--- config.mk ---
export PLATFORM = sky130hd
export DESIGN_NAME = cc_stack_unit_flat
export DESIGN_NICKNAME = d
export VERILOG_FILES = /design/src/rtl/cc_stack_unit_if.sv /design/src/rtl/cc_stack_unit.sv /design/src/flat_wrapper.sv
export SDC_FILE = /design/constraint.sdc
export NUM_CORES = 1
export LEC_CHECK = 0
export CORE_MARGIN = 2
export CORE_UTILIZATION = 40
export CTS_CLUSTER_DIAMETER = 30
export DETAILED_ROUTE_END_ITERATION = 8
export GPL_TIMING_DRIVEN = 0
export PLACE_DENSITY = 0.73
export SLEW_MARGIN = 20
export SYNTH_ARGS = -nofsm -noshare
export SYNTH_HDL_FRONTEND = slang
export SYNTH_SLANG_ARGS = --single-unit
--- constraint.sdc ---
create_clock -name Clk -period 1.6 [get_ports Clk]
set_input_delay 0.24 -clock Clk [delete_from_list [all_inputs] [get_ports Clk]]
set_output_delay 0.24 -clock Clk [all_outputs]
set_load 0.05 [all_outputs]
--- src/rtl/cc_stack_unit_if.sv ---
// cc_stack_unit_if
//   Bundles the datapath-facing strobes, bus value and status outputs of
//   cc_stack_unit. The clock and reset are plain ports on the module and are
//   not part of this interface.
//
//   Parameters: WIDTH (bus width), DEPTH (save-stack entries).
//   master : drives Load/BUS/Push/Pop/LD_BEN/IR_nzp and observes the status
//            outputs (the control FSM side).
//   slave  : the condition-code unit itself.
interface cc_stack_unit_if #(
    parameter int WIDTH = 16,
    parameter int DEPTH = 4
);
    localparam int DW = $clog2(DEPTH + 1);

    logic             Load;
    logic [WIDTH-1:0] BUS;
    logic             Push;
    logic             Pop;
    logic             LD_BEN;
    logic [2:0]       IR_nzp;
    logic             Nout;
    logic             Zout;
    logic             Pout;
    logic             BEN;
    logic [DW-1:0]    Depth;
    logic             Full;
    logic             Empty;
    logic             Err;

    modport master (
        output Load, BUS, Push, Pop, LD_BEN, IR_nzp,
        input  Nout, Zout, Pout, BEN, Depth, Full, Empty, Err
    );

    modport slave (
        input  Load, BUS, Push, Pop, LD_BEN, IR_nzp,
        output Nout, Zout, Pout, BEN, Depth, Full, Empty, Err
    );
endinterface

--- src/rtl/cc_stack_unit.sv ---
// cc_stack_unit
//   Condition-code unit: classifies BUS into N/Z/P on Load, keeps a
//   DEPTH-entry save/restore stack of the CC for interrupt entry/return, and
//   registers the branch-enable bit from the instruction's n/z/p mask.
//
//   Ports:
//     Clk    rising-edge clock
//     Reset  asynchronous, active-high reset
//     cc     cc_stack_unit_if.slave
//              in : Load, BUS[WIDTH], Push, Pop, LD_BEN, IR_nzp[3]
//              out: Nout/Zout/Pout, BEN, Depth, Full, Empty, Err
//
//   Configuration macro: CC_STICKY_ERR_EN
//     defined   -> Err latches on the first stack misuse until Reset
//     undefined -> Err pulses for one cycle after each misuse
module cc_stack_unit #(
    parameter int WIDTH = 16,
    parameter int DEPTH = 4
) (
    input  logic            Clk,
    input  logic            Reset,
    cc_stack_unit_if.slave  cc
);
    localparam int DW = $clog2(DEPTH + 1);

    logic [2:0]    cc_q, cc_d;       // {N,Z,P}
    logic [2:0]    cls;
    logic [2:0]    top;
    logic [2:0]    stk [DEPTH];
    logic [DW-1:0] depth_q, depth_d;
    logic          ben_q, err_q;
    logic          full, empty;
    logic          push_ok, pop_ok, err_evt;

    assign full  = (depth_q == DW'(DEPTH));
    assign empty = (depth_q == '0);

    // A push or pop only acts when it is alone and the stack allows it.
    assign push_ok = cc.Push & ~cc.Pop & ~full;
    assign pop_ok  = cc.Pop  & ~cc.Push & ~empty;
    assign err_evt = (cc.Push & cc.Pop)
                   | (cc.Push & ~cc.Pop & full)
                   | (cc.Pop  & ~cc.Push & empty);

    // Sign bit wins, so a negative value never reports Z or P.
    always_comb begin
        cls = 3'b001;
        if (cc.BUS[WIDTH-1])
            cls = 3'b100;
        else if (cc.BUS == '0)
            cls = 3'b010;
    end

    // Top-of-stack is entry Depth-1; decoded by compare so the index never
    // exceeds the array bounds.
    always_comb begin
        top = '0;
        for (int i = 0; i < DEPTH; i++)
            if (depth_q == DW'(i + 1))
                top = stk[i];
    end

    always_comb begin
        cc_d    = cc_q;
        depth_d = depth_q;
        if (pop_ok) begin
            cc_d    = top;
            depth_d = depth_q - DW'(1);
        end else if (cc.Load) begin
            cc_d = cls;
        end
        if (push_ok)
            depth_d = depth_q + DW'(1);
    end

    always_ff @(posedge Clk or posedge Reset) begin
        if (Reset) begin
            cc_q    <= '0;
            depth_q <= '0;
            ben_q   <= 1'b0;
            err_q   <= 1'b0;
        end else begin
            cc_q    <= cc_d;
            depth_q <= depth_d;
            // BEN looks at the CC held before this edge, not the one loading.
            if (cc.LD_BEN)
                ben_q <= |(cc.IR_nzp & cc_q);
`ifdef CC_STICKY_ERR_EN
            err_q <= err_q | err_evt;
`else
            err_q <= err_evt;
`endif
        end
    end

    // Storage is not cleared by reset or pop; Depth alone says what is valid.
    // The saved value is the CC before any same-cycle Load.
    always_ff @(posedge Clk) begin
        for (int i = 0; i < DEPTH; i++)
            if (push_ok && depth_q == DW'(i))
                stk[i] <= cc_q;
    end

    assign cc.Nout  = cc_q[2];
    assign cc.Zout  = cc_q[1];
    assign cc.Pout  = cc_q[0];
    assign cc.BEN   = ben_q;
    assign cc.Depth = depth_q;
    assign cc.Full  = full;
    assign cc.Empty = empty;
    assign cc.Err   = err_q;
endmodule
--- src/flat_wrapper.sv ---
// flat-port wrapper written by rule: the top's interface ports become plain ports
module cc_stack_unit_flat 
#(
    parameter int WIDTH = 16,
    parameter int DEPTH = 4
)
  (Clk, Reset, cc_Load, cc_BUS, cc_Push, cc_Pop, cc_LD_BEN, cc_IR_nzp, cc_Nout, cc_Zout, cc_Pout, cc_BEN, cc_Depth, cc_Full, cc_Empty, cc_Err);
  cc_stack_unit_if #(.WIDTH(WIDTH), .DEPTH(DEPTH)) cc_i ();
  input  logic Clk;
  input  logic Reset;
  input wire logic [$bits(cc_i.Load)-1:0] cc_Load;
  input wire logic [$bits(cc_i.BUS)-1:0] cc_BUS;
  input wire logic [$bits(cc_i.Push)-1:0] cc_Push;
  input wire logic [$bits(cc_i.Pop)-1:0] cc_Pop;
  input wire logic [$bits(cc_i.LD_BEN)-1:0] cc_LD_BEN;
  input wire logic [$bits(cc_i.IR_nzp)-1:0] cc_IR_nzp;
  output wire logic [$bits(cc_i.Nout)-1:0] cc_Nout;
  output wire logic [$bits(cc_i.Zout)-1:0] cc_Zout;
  output wire logic [$bits(cc_i.Pout)-1:0] cc_Pout;
  output wire logic [$bits(cc_i.BEN)-1:0] cc_BEN;
  output wire logic [$bits(cc_i.Depth)-1:0] cc_Depth;
  output wire logic [$bits(cc_i.Full)-1:0] cc_Full;
  output wire logic [$bits(cc_i.Empty)-1:0] cc_Empty;
  output wire logic [$bits(cc_i.Err)-1:0] cc_Err;
  assign cc_i.Load = cc_Load;
  assign cc_i.BUS = cc_BUS;
  assign cc_i.Push = cc_Push;
  assign cc_i.Pop = cc_Pop;
  assign cc_i.LD_BEN = cc_LD_BEN;
  assign cc_i.IR_nzp = cc_IR_nzp;
  assign cc_Nout = cc_i.Nout;
  assign cc_Zout = cc_i.Zout;
  assign cc_Pout = cc_i.Pout;
  assign cc_BEN = cc_i.BEN;
  assign cc_Depth = cc_i.Depth;
  assign cc_Full = cc_i.Full;
  assign cc_Empty = cc_i.Empty;
  assign cc_Err = cc_i.Err;
  cc_stack_unit #(.WIDTH(WIDTH), .DEPTH(DEPTH)) u_core (.Clk(Clk), .Reset(Reset), .cc(cc_i));
endmodule
==> impl_metrics.json, run 1 <==
{
  "dr.pass1.iters": 4,
  "routed_wirelength_um": 2840,
  "synth_common_cells": "12 x edfxtp_1, 10 x nand2_1, 8 x dfrtp_1",
  "synth_compound_area_frac": 0.170,
  "drv_cap": 0,
  "grt_pass1_vias": 1009,
  "die_h_um": 57.7,
  "root_buffer": "clkbuf_4",
  "groute.usage.overall": 0.174,
  "rsz0062_at_grt": "true",
  "fin_ws_ns": -0.00751,
  "grt_max_degree": 12,
  "synth_fa_ha_area_frac": 0.0651,
  "grt.overflow.total": 0,
  "top_layer_used": "met3",
  "synth_edf_count": 12,
  "synth_top_area_frac": 0.313,
  "grt_pass1_wl_um": 4460,
  "synth_top_family_by_area": "simple AND/OR/NAND/NOR gates",
  "route.met2.wl_um": 1590,
  "crit_path_start_kind": "flip-flop",
  "synth-xor-area-share": 0.0152,
  "synth_ff_type": "edfxtp_1",
  "fin_skew_ns": 0.00140,
  "cp.required_ns": 1.36,
  "setup_tns_ns": -0.00798,
  "syn_inst": 104,
  "powerDensity_nw_per_um2": 1690,
  "io_pins": 35,
  "finalCritPeriodShare": 1.00,
  "place_ws_ns": -0.401,
  "avgSynthCellArea_um2": 11.1,
  "routedWlPerCell_um": 15.4,
  "finalWeightedCongestion": 0.726,
  "fp.dieW_um": 57.7,
  "start_util": 0.418,
  "maxSlewViolCount": 0,
  "tritoncts": "built",
  "antenna_found_initial": 0,
  "post-synth-top-count-cell": "edfxtp_1",
  "htreeDepth": 1,
  "layout-drive-gt1-share": 0.327,
  "die_area_um2": 3330,
  "status": "finished with violations",
  "yosysUniqueCellTypes": 36,
  "cts_buffers": 3,
  "met1Wirelength_um": 1200,
  "n_antenna_cell": 0,
  "area_growth_pct": 49.2,
  "yosys_warnings": 0,
  "yosysTopAreaCell": "edfxtp_1",
  "clk_latency_ns": 0.29,
  "synth_nets": 135,
  "critPathMaxFanout": 5,
  "finalNonFillerCells": 184,
  "holdWs_ns": 0.194,
  "cts_sinks": 20,
  "synthTopCellsByArea": "edfxtp_1 31%, dfrtp_1 17%, ha_1 6.5%",
  "setup_viol": 2,
  "dp_hpwl_um": 2100,
  "clk_pin_slew_worst_paths_ns": 0.11,
  "layout_min_cycle_time_ns": 1.61,
  "muxShareOfSynthArea": 0.00869,
  "dp.cells": 169,
  "p_leak_uw": 0.000650,
  "drc_errors": 0,
  "clock_path_buffers": 2,
  "ant_nets": 0,
  "drt_iter0_markers": 37,
  "crit_type": "reg -> out",
  "hold_path_class": "in -> async",
  "end_kind": "output pin",
  "finalNetCount": 185,
  "synth_simple_gate_area_frac": 0.216,
  "cts_hold_buffers": 0,
  "coreArea_um2": 2760,
  "vias": 974,
  "fmax_ghz": 0.622,
  "violations": "negative setup slack",
  "async_flop_share": 0.400,
  "synth-seq-cells": 20,
  "worst_slew_pin_slew_ns": 0.499,
  "ir_worst_vdd_v": 0.00134,
  "drt-vias-per-instance": 5.29,
  "io_buffers": 34,
  "dr_wl_met3_um": 46,
  "hold_viol": 0,
  "finalPower_uw": 2910,
  "ys_seq_area_frac": 0.486,
  "syn_area_um2": 1150,
  "slew_headroom": 0.668,
  "placementRows": 19,
  "worstPathArrival_ns": 1.37
}
critical path, stage by stage (launching register included):
cell     delay [ns]
dfrtp_2        0.45
inv_4          0.09
ha_4           0.19
and2b_2        0.19
buf_8          0.15
sequential cells by signal, indices dropped and copies added (netlist names):
name	cells
u_core.cc.BEN	1
u_core.cc.Depth	3
u_core.cc.Err	1
u_core.cc_q	3
u_core.stk	12
layout make-up:
cell class / count / area [µm²]
timing repair buffer: 45 / 409
buffer: 3 / 21.3
fill: 246 / 1040
multi-input combinational: 75 / 629
tap: 31 / 38.8
clock buffer: 4 / 26.3
inverter: 6 / 31.3
sequential: 20 / 563
power by group:
part | internal, µW | total (µW) | switching, µW | leakage [µW]
clock | 97.0 | 248 | 151 | 0.0000150
sequential | 695 | 814 | 119 | 0.000204
combinational | 793 | 1850 | 1050 | 0.000431
path summary, 6_finish.rpt:
check | slack [ns] | to | cells past startpoint | startpoint
min in group Clk | 0.52 | u_core.cc.BEN | 2 | cc_LD_BEN
max reg2reg | 0 | u_core.cc_q[1] | 7 | u_core.cc.Depth[1]
min reg2reg | 0.54 | u_core.cc.BEN | 2 | u_core.cc.BEN
max in group asynchronous | 1.13 | u_core.cc.Depth[0] | 2 | Reset
max | -0.008 | cc_Empty | 4 | u_core.cc.Depth[1]
min | 0.19 | u_core.cc.Depth[1] | 2 | Reset
logic make-up (layout without fill, tap and decap cells):
group / count (synthesis) / count (layout)
AO/OA/AOI/OAI: 27 / 27
XOR/XNOR: 2 / 2
adder cells (fa/ha/maj): 6 / 6
buffers and inverters: 9 / 58
flip-flops: 20 / 20
multiplexers: 1 / 1
AND/OR/NAND/NOR: 39 / 39
cells in the final DEF, fill, tap and decap left out, drive strengths merged, types with 2 or more instances in the layout:
master         synthesis  layout
inv                    6       5
a21oi                  9       9
nor3                   2       2
o22ai                  3       3
clkdlybuf4s50          0      24
nor2                   6       6
xnor2                  2       2
nand2                 11      11
buf                    3      16
clkbuf                 0       8
nand2b                 2       2
o21ai                  4       4
a211oi                 5       5
nor3b                  2       2
ha                     6       6
nor4                   4       4
nor2b                  2       2
dfrtp                  8       8
edfxtp                12      12
and2                   2       2
nand3b                 3       3
dlygate4sd2            0       3
metrics by stage:
step                 util  area (µm²)
finish              0.623        1720
global route        0.623        1720
floorplan               -        1190
CTS                 0.602        1660
global placement    0.569        1570
detailed placement  0.569        1570
repair_timing:
item | CTS | global route
buffers inserted | 5 | 6
pin swaps | 1 | 9
gates cloned | 0 | 0
gates resized for setup | 31 | 13
setup endpoints to repair | 14 | 11
metal layers:
layer | up-vias | track usage
met5 | - | 0
met4 | 0 | 0.0598
met3 | 0 | 0.0156
met2 | 12 | 0.308
met1 | 479 | 0.222
li1 | 483 | -
Power figures use the tool's default switching activity.
==> inputs of run 2 (changes only) <==
--- a/config.mk
+++ b/config.mk
@@ -5,12 +5,14 @@
 export SDC_FILE = /design/constraint.sdc
 export NUM_CORES = 1
 export LEC_CHECK = 0
+export ABC_CLOCK_PERIOD_IN_PS = 1600
 export CORE_MARGIN = 2
 export CORE_UTILIZATION = 40
 export CTS_CLUSTER_DIAMETER = 30
 export DETAILED_ROUTE_END_ITERATION = 8
 export GPL_TIMING_DRIVEN = 0
 export PLACE_DENSITY = 0.73
+export RECOVER_POWER = 25
 export SLEW_MARGIN = 20
 export SYNTH_ARGS = -nofsm -noshare
 export SYNTH_HDL_FRONTEND = slang
==> run 2 against run 1 <==
The flow still finishes with violations (negative setup slack). Clock-buffer cell count stayed put. Via count stayed put. Hold slack better by 0.14 ns. Design area stayed put. Clock skew stayed put. Fmax stayed put. Sequential share of layout area stayed put. Total power hardly changed. Routed wire length hardly changed. Critical endpoint unchanged.
==> impl_metrics.json, run 2 (synthesis results as in run 1) <==
{
  "grt_pass1_vias": 1009,
  "tritoncts": "built",
  "drt_iter0_markers": 37,
  "grt.overflow.total": 0,
  "cts_sinks": 20,
  "area_growth_pct": 49.2,
  "layout_min_cycle_time_ns": 1.61,
  "largest_reg_flops": 12,
  "fmax_ghz": 0.622,
  "dr.pass1.iters": 4,
  "slew_headroom": 0.668,
  "switching_share": 0.455,
  "finalNetCount": 185,
  "worstPathArrival_ns": 1.37,
  "mostFrequentLayoutCells": "23 x clkdlybuf4s50_1, 12 x edfxtp_1, 11 x buf_4, 10 x nand2_1, 6 x dfrtp_1",
  "die_h_um": 57.7,
  "ant_nets": 0,
  "finalPower_uw": 2910,
  "seq_area_um2": 563,
  "groute.usage.overall": 0.174,
  "violations": "negative setup slack",
  "hold_viol": 0,
  "vias": 974,
  "clock_path_buffers": 2,
  "fin_skew_ns": 0.00140,
  "layout-drive-gt1-share": 0.327,
  "routedWlPerCell_um": 15.4,
  "dp_hpwl_um": 2100,
  "rr_worst_depth": 7,
  "status": "finished with violations",
  "drc_errors": 0,
  "root_buffer": "clkbuf_4",
  "critPathMaxFanout": 5,
  "crit_path_start_kind": "flip-flop",
  "clk_pin_slew_worst_paths_ns": 0.11,
  "ir_worst_vdd_v": 0.00134,
  "n_fill_cell": 246,
  "grt_pass1_wl_um": 4460,
  "fin_ws_ns": -0.00751,
  "coreArea_um2": 2760,
  "powerDensity_nw_per_um2": 1690,
  "power_frac_seq": 0.280,
  "rsz0062_at_grt": "true",
  "start_util": 0.418,
  "finalCritPeriodShare": 1.00,
  "internal_power_uw": 1580,
  "crit_type": "reg -> out",
  "holdWs_ns": 0.331,
  "cts_buffers": 3,
  "clockPowerShare": 0.085,
  "finalWeightedCongestion": 0.726,
  "die_area_um2": 3330,
  "r2r_start": "u_core.cc.Depth[1]",
  "multi_input_area_um2": 629,
  "maxSlewViolCount": 0,
  "pwr-share-comb": 0.635,
  "htreeDepth": 1,
  "n_antenna_cell": 0,
  "drv_cap": 0,
  "worst_slew_pin_slew_ns": 0.499,
  "place_ws_ns": -0.401,
  "grt_max_degree": 12,
  "p_sw_uw": 1320,
  "antenna_found_initial": 0,
  "p_leak_uw": 0.000651,
  "end_kind": "output pin",
  "io_buffers": 34,
  "hold_path_class": "in -> async",
  "drt-vias-per-instance": 5.29,
  "clk_latency_ns": 0.29,
  "routed_wirelength_um": 2840,
  "layout_commonest_cell": "clkdlybuf4s50_1",
  "regMostFlops": "u_core.stk",
  "placementRows": 19,
  "regToRegSetupSlack_ns": 0,
  "setup_viol": 2,
  "fp.dieW_um": 57.7,
  "r2r-end": "u_core.cc_q[1]",
  "cp.required_ns": 1.36,
  "io_pins": 35
}
## run 2: cell count changes in the layout (fill, tap and decap cells not counted), sizes merged
cell / change
clkdlybuf4s50: -1
dlygate4sd3: +1
## run 2: layout make-up
cell class,instances,area share
Buffer,3,0.0124
Clock buffer,4,0.0153
Inverter,6,0.0182
Multi-Input combinational cell,75,0.366
Sequential cell,20,0.328
Tap cell,31,0.0226
Timing Repair Buffer,45,0.238
## run 2: worst max path at each step
stage	from	to	slack, ns
3_3_place_gp	u_core.cc.Depth[1]	cc_Full	-0.39
2_1_floorplan	u_core.cc.Depth[0]	u_core.stk[3][0]	-0.21
6_report	u_core.cc.Depth[1]	cc_Empty	-0.008
5_1_grt	u_core.cc.Depth[1]	cc_Empty	-0.06
3_5_place_dp	u_core.cc.Depth[0]	cc_Full	-0.40
4_1_cts	u_core.cc.Depth[0]	cc_Full	-0.07
## run 2: critical path, stage by stage (launching register included)
cell	delay, ns
dfrtp_2	0.45
inv_4	0.09
ha_4	0.19
and2b_2	0.19
buf_8	0.15
## run 2: power groups by stage
stage	clock network, µW	registers [µW]	logic [µW]
2_1_floorplan	0	1080	843
3_3_place_gp	0	831	1530
3_5_place_dp	0	834	1550
4_1_cts	252	813	1680
5_1_grt	281	829	1990
6_report	248	814	1850
## run 2: metal layers
| layer | GRT usage | routed length (µm) | up-vias |
|---|---|---|---|
| met1 | 0.222 | 1200 | 479 |
| li1 | - | - | 483 |
| met3 | 0.0156 | 46 | 0 |
| met4 | 0.0598 | 0 | 0 |
| met2 | 0.308 | 1590 | 12 |
| met5 | 0 | 0 | - |
## run 2: metrics by stage
stage                      util  area [µm²]  instances  setup TNS [ns]
after floorplan               -        1190        104           -1.14
after global placement    0.569        1570        169           -1.13
after detailed placement  0.569        1570        169           -1.46
after CTS                 0.602        1660        178          -0.149
after global routing      0.623        1720        184          -0.343
final                     0.623        1720        184        -0.00798
## run 2: timing repair
action | in CTS | in global routing
setup endpoints to repair | 14 | 11
pin swaps | 1 | 9
resized for setup | 31 | 13
setup buffers | 5 | 6
hold buffers | 0 | 0
==> inputs of run 3 (changes only) <==
--- a/config.mk
+++ b/config.mk
@@ -8,7 +8,7 @@
 export ABC_CLOCK_PERIOD_IN_PS = 1600
 export CORE_MARGIN = 2
 export CORE_UTILIZATION = 40
-export CTS_CLUSTER_DIAMETER = 30
+export CTS_CLUSTER_DIAMETER = 200
 export DETAILED_ROUTE_END_ITERATION = 8
 export GPL_TIMING_DRIVEN = 0
 export PLACE_DENSITY = 0.73
==> results of run 3 <==
No change in the layout: final DEF, timing and power equal those of run 2.
